**config.mk**
```make
export PLATFORM = sky130hd
export DESIGN_NAME = foc_tick_sched
export DESIGN_NICKNAME = d
export VERILOG_FILES = /design/src/rtl/foc_clk_pkg.sv /design/src/rtl/foc_tick_chan.sv /design/src/rtl/foc_tick_sched.sv
export SDC_FILE = /design/constraint.sdc
export NUM_CORES = 1
export LEC_CHECK = 0
export ABC_CLOCK_PERIOD_IN_PS = 3600
export CORE_ASPECT_RATIO = 1.75
export CORE_MARGIN = 10
export CORE_UTILIZATION = 35
export CTS_CLUSTER_DIAMETER = 120
export DETAILED_ROUTE_END_ITERATION = 8
export DONT_BUFFER_PORTS = 1
export PLACE_DENSITY_LB_ADDON = 0.25
export SYNTH_ARGS = -nofsm -noshare
export SYNTH_HDL_FRONTEND = slang
export SYNTH_SLANG_ARGS = --single-unit
```
**constraint.sdc**
```tcl
create_clock -name clk -period 3.6 [get_ports clk]
set_input_delay 0.36 -clock clk [delete_from_list [all_inputs] [get_ports clk]]
set_output_delay 0.36 -clock clk [all_outputs]
set_load 0.05 [all_outputs]
```
**src/rtl/foc_clk_pkg.sv**
```systemverilog
// Shared constants for the FOC clock-enable scheduler: default field width,
// channel indices and the per-channel state encoding.
package foc_clk_pkg;

    localparam int unsigned DIV_W_DEF = 16;

    localparam int unsigned CH_PWM  = 0;
    localparam int unsigned CH_ADC  = 1;
    localparam int unsigned CH_LOOP = 2;

    localparam logic [1:0] ST_OFF      = 2'd0;
    localparam logic [1:0] ST_RUN      = 2'd1;
    localparam logic [1:0] ST_RUN_PEND = 2'd2;
    localparam logic [1:0] ST_OFF_PEND = 2'd3;

endpackage

```
**src/rtl/foc_tick_chan.sv**
```systemverilog
// One tick channel: period counter, shadow/active config, state machine and
// registered tick / square-wave outputs.
module foc_tick_chan
    import foc_clk_pkg::*;
#(
    parameter int unsigned DIV_W = DIV_W_DEF
) (
    input  logic             clk,
    input  logic             rst_n,
    input  logic             en,
    input  logic             cfg_we,
    input  logic [DIV_W-1:0] cfg_div,
    input  logic [DIV_W-1:0] cfg_phase,
    output logic             pend_o,
    output logic             tick_o,
    output logic             sq_o
);

    logic [1:0]       st_q, st_d;
    logic [DIV_W-1:0] act_div_q, act_div_d;
    logic [DIV_W-1:0] act_ph_q, act_ph_d;
    logic [DIV_W-1:0] sh_div_q, sh_div_d;
    logic [DIV_W-1:0] sh_ph_q, sh_ph_d;
    logic [DIV_W-1:0] cnt_q, cnt_d;
    logic             tick_q, tick_d;
    logic             sq_q, sq_d;

    logic [DIV_W-1:0] div_m1;
    logic [DIV_W-1:0] half;
    logic             run;
    logic             wrap;
    logic             apply;

    always_comb begin
        div_m1 = act_div_q - DIV_W'(1);
        half   = (act_div_q >> 1) + {{(DIV_W-1){1'b0}}, act_div_q[0]};
        run    = en && (st_q == ST_RUN || st_q == ST_RUN_PEND);
        wrap   = run && (cnt_q == div_m1);

        st_d      = st_q;
        act_div_d = act_div_q;
        act_ph_d  = act_ph_q;
        sh_div_d  = sh_div_q;
        sh_ph_d   = sh_ph_q;
        apply     = 1'b0;

        tick_d = run && (cnt_q == act_ph_q);
        sq_d   = run && (cnt_q < half);
        cnt_d  = (run && !wrap) ? cnt_q + DIV_W'(1) : '0;

        unique case (st_q)
            ST_OFF:      if (cfg_we) st_d = ST_OFF_PEND;
            ST_RUN:      if (cfg_we) st_d = ST_RUN_PEND;
            // A stopped channel has no period to protect, so apply at once.
            ST_RUN_PEND: apply = !en || wrap;
            ST_OFF_PEND: apply = 1'b1;
            default:     st_d = ST_OFF;
        endcase

        if (apply) begin
            act_div_d = sh_div_q;
            act_ph_d  = sh_ph_q;
            cnt_d     = '0;
            st_d      = (sh_div_q != '0) ? ST_RUN : ST_OFF;
        end

        if (cfg_we) begin
            sh_div_d = cfg_div;
            sh_ph_d  = cfg_phase;
        end
    end

    always_ff @(posedge clk or negedge rst_n) begin
        if (!rst_n) begin
            st_q      <= ST_OFF;
            act_div_q <= '0;
            act_ph_q  <= '0;
            sh_div_q  <= '0;
            sh_ph_q   <= '0;
            cnt_q     <= '0;
            tick_q    <= 1'b0;
            sq_q      <= 1'b0;
        end else begin
            st_q      <= st_d;
            act_div_q <= act_div_d;
            act_ph_q  <= act_ph_d;
            sh_div_q  <= sh_div_d;
            sh_ph_q   <= sh_ph_d;
            cnt_q     <= cnt_d;
            tick_q    <= tick_d;
            sq_q      <= sq_d;
        end
    end

    assign pend_o = (st_q == ST_RUN_PEND) || (st_q == ST_OFF_PEND);
    assign tick_o = tick_q;
    assign sq_o   = sq_q;

endmodule

```
**src/rtl/foc_tick_sched.sv**
```systemverilog
// Programmable clock-enable scheduler: config handshake decode, phase clamp,
// error pulse and NCH tick channels.
module foc_tick_sched
    import foc_clk_pkg::*;
#(
    parameter int unsigned NCH   = 3,
    parameter int unsigned DIV_W = DIV_W_DEF,
    localparam int unsigned CH_W = (NCH > 1) ? $clog2(NCH) : 1
) (
    input  logic             clk,
    input  logic             rst_n,
    input  logic             en,
    input  logic             cfg_valid,
    output logic             cfg_ready,
    input  logic [CH_W-1:0]  cfg_ch,
    input  logic [DIV_W-1:0] cfg_div,
    input  logic [DIV_W-1:0] cfg_phase,
    output logic             cfg_err,
    output logic [NCH-1:0]   tick_o,
    output logic [NCH-1:0]   sq_o,
    output logic [NCH-1:0]   pend_o
);

    logic [NCH-1:0]         pend;
    logic [NCH-1:0]         cfg_we;
    logic [(1<<CH_W)-1:0]   pend_ext;
    logic                   ch_ok;
    logic                   accept;
    logic                   over;
    logic [DIV_W-1:0]       phase_c;
    logic                   cfg_err_q, cfg_err_d;

    // Unused index codes read as "not pending" and are silently dropped.
    always_comb begin
        pend_ext           = '0;
        pend_ext[NCH-1:0]  = pend;
        cfg_ready          = ~pend_ext[cfg_ch];
        ch_ok              = (32'(cfg_ch) < NCH);
        accept             = cfg_valid && cfg_ready && ch_ok;
        over               = (cfg_div != '0) && (cfg_phase >= cfg_div);
        if (cfg_div == '0) begin
            phase_c = '0;
        end else if (over) begin
            phase_c = cfg_div - DIV_W'(1);
        end else begin
            phase_c = cfg_phase;
        end
        cfg_err_d = accept && over;
    end

    always_ff @(posedge clk or negedge rst_n) begin
        if (!rst_n) begin
            cfg_err_q <= 1'b0;
        end else begin
            cfg_err_q <= cfg_err_d;
        end
    end

    assign cfg_err = cfg_err_q;
    assign pend_o  = pend;

    for (genvar i = 0; i < NCH; i++) begin : g_chan
        assign cfg_we[i] = accept && (cfg_ch == CH_W'(i));

        foc_tick_chan #(
            .DIV_W (DIV_W)
        ) u_chan (
            .clk       (clk),
            .rst_n     (rst_n),
            .en        (en),
            .cfg_we    (cfg_we[i]),
            .cfg_div   (cfg_div),
            .cfg_phase (phase_c),
            .pend_o    (pend[i]),
            .tick_o    (tick_o[i]),
            .sq_o      (sq_o[i])
        );
    end

endmodule

```
==> impl_metrics.py <==
metrics = {
    "timing": {
        "maxSlewHeadroom_pct": 17.5,
        "finClkSkew_ns": 0.0264,
        "rsz0062_at_grt": "no",
        "finalSetupViolations": 0,
        "fmax_mhz": 288,
        "period_needed_ns": 3.48,
        "worst_pin_slew_ns": 1.23,
        "hold_ws_ns": -0.499,
        "timing.setup.tns_ns": 0,
        "report.final.slew_viol_count": 0,
        "hold_viol_final": 253,
        "fin_crit_sh_pct": 96.6,
    },
    "global_route": {
        "grt_pass1_vias": 11200,
        "grt_max_degree": 254,
        "gr-total-overflow": 0,
        "antenna_found_initial": 1,
        "grt_usage_pct": 16.2,
        "grt_pass1_wl_um": 65300,
    },
    "critical_path": {
        "path_buf_inv": 2,
        "critPathSlowestCell": "or4_4",
        "cpMostUsedCell": "or4_4",
        "cp_max_fo": 20,
        "r2r_cells": 8,
        "crit_arrival_ns": 3.90,
        "critPathTopFamily": "simple AND/OR/NAND/NOR gates",
        "cpPeakStageDelay_ns": 0.59,
        "cp-end-kind": "flip-flop",
        "critPathLaunchType": "flip-flop",
        "cp.depth": 8,
        "cp.required_ns": 4.03,
        "worstSetupPathType": "reg2reg",
        "path_cells": "or4_4, or3_4, o41a_1, or4_4, o41ai_4, buf_4, buf_6, mux2_4",
    },
    "routing": {
        "routed_wl_um": 41800,
        "vias": 10800,
        "wl_per_cell_um": 20.1,
        "dr.pass1.iters": 5,
        "drtIter0Drc": 400,
        "drc_errors": 0,
        "vias_per_cell": 5.20,
        "antenna_left": 0,
    },
    "synthesis": {
        "ys_seq_area_share_pct": 42.3,
        "syn-num-nets": 1633,
        "synth-edff-count": 0,
        "synth.area.top_cells": "dfrtp_1, ha_1, xor2_1",
        "yosysTopAreaCell": "dfrtp_1",
        "synth_ff_type": "dfrtp_1",
        "synthCells": 1503,
        "synth_warnings": 0,
        "ys_seq_elements": 253,
        "synth_commonest_cells": "dfrtp_1, nand2_1, xor2_1, nor2_1, o21ai_0",
        "post-synth-top-count-cell": "dfrtp_1",
        "synth_top_area_share_pct": 42.3,
        "syn_area_um2": 15000,
        "synth_cell_types": 73,
        "synth_area_per_cell_um2": 9.95,
        "postSynth.asyncResetShare_pct": 100,
    },
    "clock_tree": {
        "ctsLongestPathBuffers": 3,
        "htree_levels": 1,
        "clock_latency_ns": 0.56,
        "cts_buffers": 25,
        "cts.sinks": 253,
        "path_clk_slew_ns": 0.07,
        "ctsHoldBuffers": 1,
        "cts_root_buffer": "clkbuf_16",
        "cts_tree": "done",
    },
    "pwr": {
        "cellPowerDensity_nw_per_um2": 805,
        "power.total_mw": 13.4,
        "peakVddDrop_mv": 0.437,
        "p_leak_nw": 7.66,
    },
    "final_layout": {
        "drive_gt1_share_pct": 13.9,
        "final_net_count": 1629,
        "num-fill-cells": 4203,
        "syn_to_final_growth_pct": 11.4,
        "stdcell_count": 2078,
        "n_antenna_cell": 0,
    },
    "die": {
        "io_pins": 49,
        "die_area_um2": 51700,
        "core_um2": 42400,
        "num_rows": 100,
        "initial_core_util_pct": 35.3,
        "chipHeight_um": 293,
        "die_w_um": 176,
    },
    "placement": {
        "place.gp.congestion": 0.877,
        "dpl.hpwl_um": 32100,
        "dp.cells": 2029,
        "numPortBuffers": 0,
    },
    "status": {
        "status": "finished with violations",
        "violations": "negative hold slack",
    },
    "min_path": {
        "hold_class": "in2async",
    },
    "run": {
        "maxCapViolations": 0,
    },
}
[layout make-up]
type	instances	area (µm²)	area share, %
inverters	50	188	1.13
multi-input cells	1101	8030	48.2
repair buffers	68	576	3.45
well taps	561	702	4.21
clock inverters	14	156	0.939
flip-flops and latches	253	6330	38.0
clock buffers	31	678	4.07
[cells in the final DEF, fill, tap and decap left out, drive strengths merged, types with 10 or more instances in the layout]
cell,netlist,routed
a211oi,12,12
a21o,28,28
a21oi,20,20
a22o,10,10
and3,20,20
buf,28,66
clkbuf,71,32
dfrtp,253,253
ha,92,92
inv,50,52
mux2,95,95
mux2i,22,22
nand2,145,145
nand3,57,57
nand4,15,15
nor2,104,104
nor3,28,28
nor4,38,38
o21ai,105,105
or3,11,11
xnor2,84,84
xor2,116,116
[power by group]
part / leakage (nW) / internal, mW / switching, mW / total (mW)
Combinational: 4.03 / 2.75 / 2.87 / 5.62
Clock: 0.396 / 1.50 / 1.20 / 2.70
Sequential: 3.23 / 3.95 / 1.15 / 5.10
[final timing paths]
kind | slack, ns | startpoint | endpoint
min | -0.50 | rst_n | g_chan[2].u_chan.act_div_q[7]
min reg2reg | 0.48 | g_chan[0].u_chan.sh_ph_q[2] | g_chan[0].u_chan.sh_ph_q[2]
max reg2reg | 0.12 | g_chan[1].u_chan.act_div_q[0] | g_chan[1].u_chan.act_ph_q[15]
max in group asynchronous | 3.52 | rst_n | g_chan[2].u_chan.sh_ph_q[15]
min in group clk | 0.04 | en | g_chan[0].u_chan.tick_o
max | 0.12 | g_chan[1].u_chan.act_div_q[0] | g_chan[1].u_chan.act_ph_q[15]
[repair_timing]
action	4_1_cts	5_1_grt
hold endpoints to repair	254	253
setup endpoints to repair	0	52
resized for setup	0	3
setup buffers	0	1
[per-stage QoR]
| step | worst slack (ns) | hold slack, ns | utilization (%) | instance area (µm²) |
|---|---|---|---|---|
| after global routing | 0.0114 | -0.520 | 39.3 | 16700 |
| after floorplan | 0.282 | 0.0644 | - | 15000 |
| after global placement | 0.0166 | 0.0757 | 37.2 | 15800 |
| after CTS | 0.0188 | -0.535 | 39.2 | 16600 |
| after detailed placement | 0.0551 | 0.0731 | 37.2 | 15800 |
| final | 0.122 | -0.499 | 39.3 | 16700 |
[state kept, by name, summed over array words and instances (netlist names)]
signal                   cells
g_chan.u_chan.act_div_q     48
g_chan.u_chan.act_ph_q      48
g_chan.u_chan.tick_o         3
g_chan.u_chan.sh_ph_q       48
g_chan.u_chan.sh_div_q      48
g_chan.u_chan.sq_o           3
g_chan.u_chan.st_q           6
cfg_err                      1
g_chan.u_chan.cnt_q         48
[per-layer routing]
| metal | wire [µm] | share of wire [%] | GRT usage, % |
|---|---|---|---|
| met1 | 14800 | 35 | 15.8 |
| met2 | 23200 | 56 | 31.2 |
| met3 | 1500 | 3.6 | 2.54 |
| met4 | 2310 | 5.5 | 8.98 |
| met5 | 0 | 0 | 0 |
[cell families after synthesis]
group | count (synthesis) | share of synthesized area [%]
fa+ha+maj | 92 | 7.70
compound gates | 228 | 9.77
buf+inv | 149 | 4.25
mux | 117 | 9.10
simple gates | 464 | 15.1
flops | 253 | 42.3
xor+xnor | 200 | 11.7
[worst register-to-register path: cells and delay by family, from the launching register on]
family,cells,cell delay (ns)
AOI/OAI and AO/OA,2,0.63
DFF,1,0.43
muxes,1,0.32
and+or+nand+nor,3,1.53
buffers and inverters,2,0.44
Power figures use the tool's default switching activity.
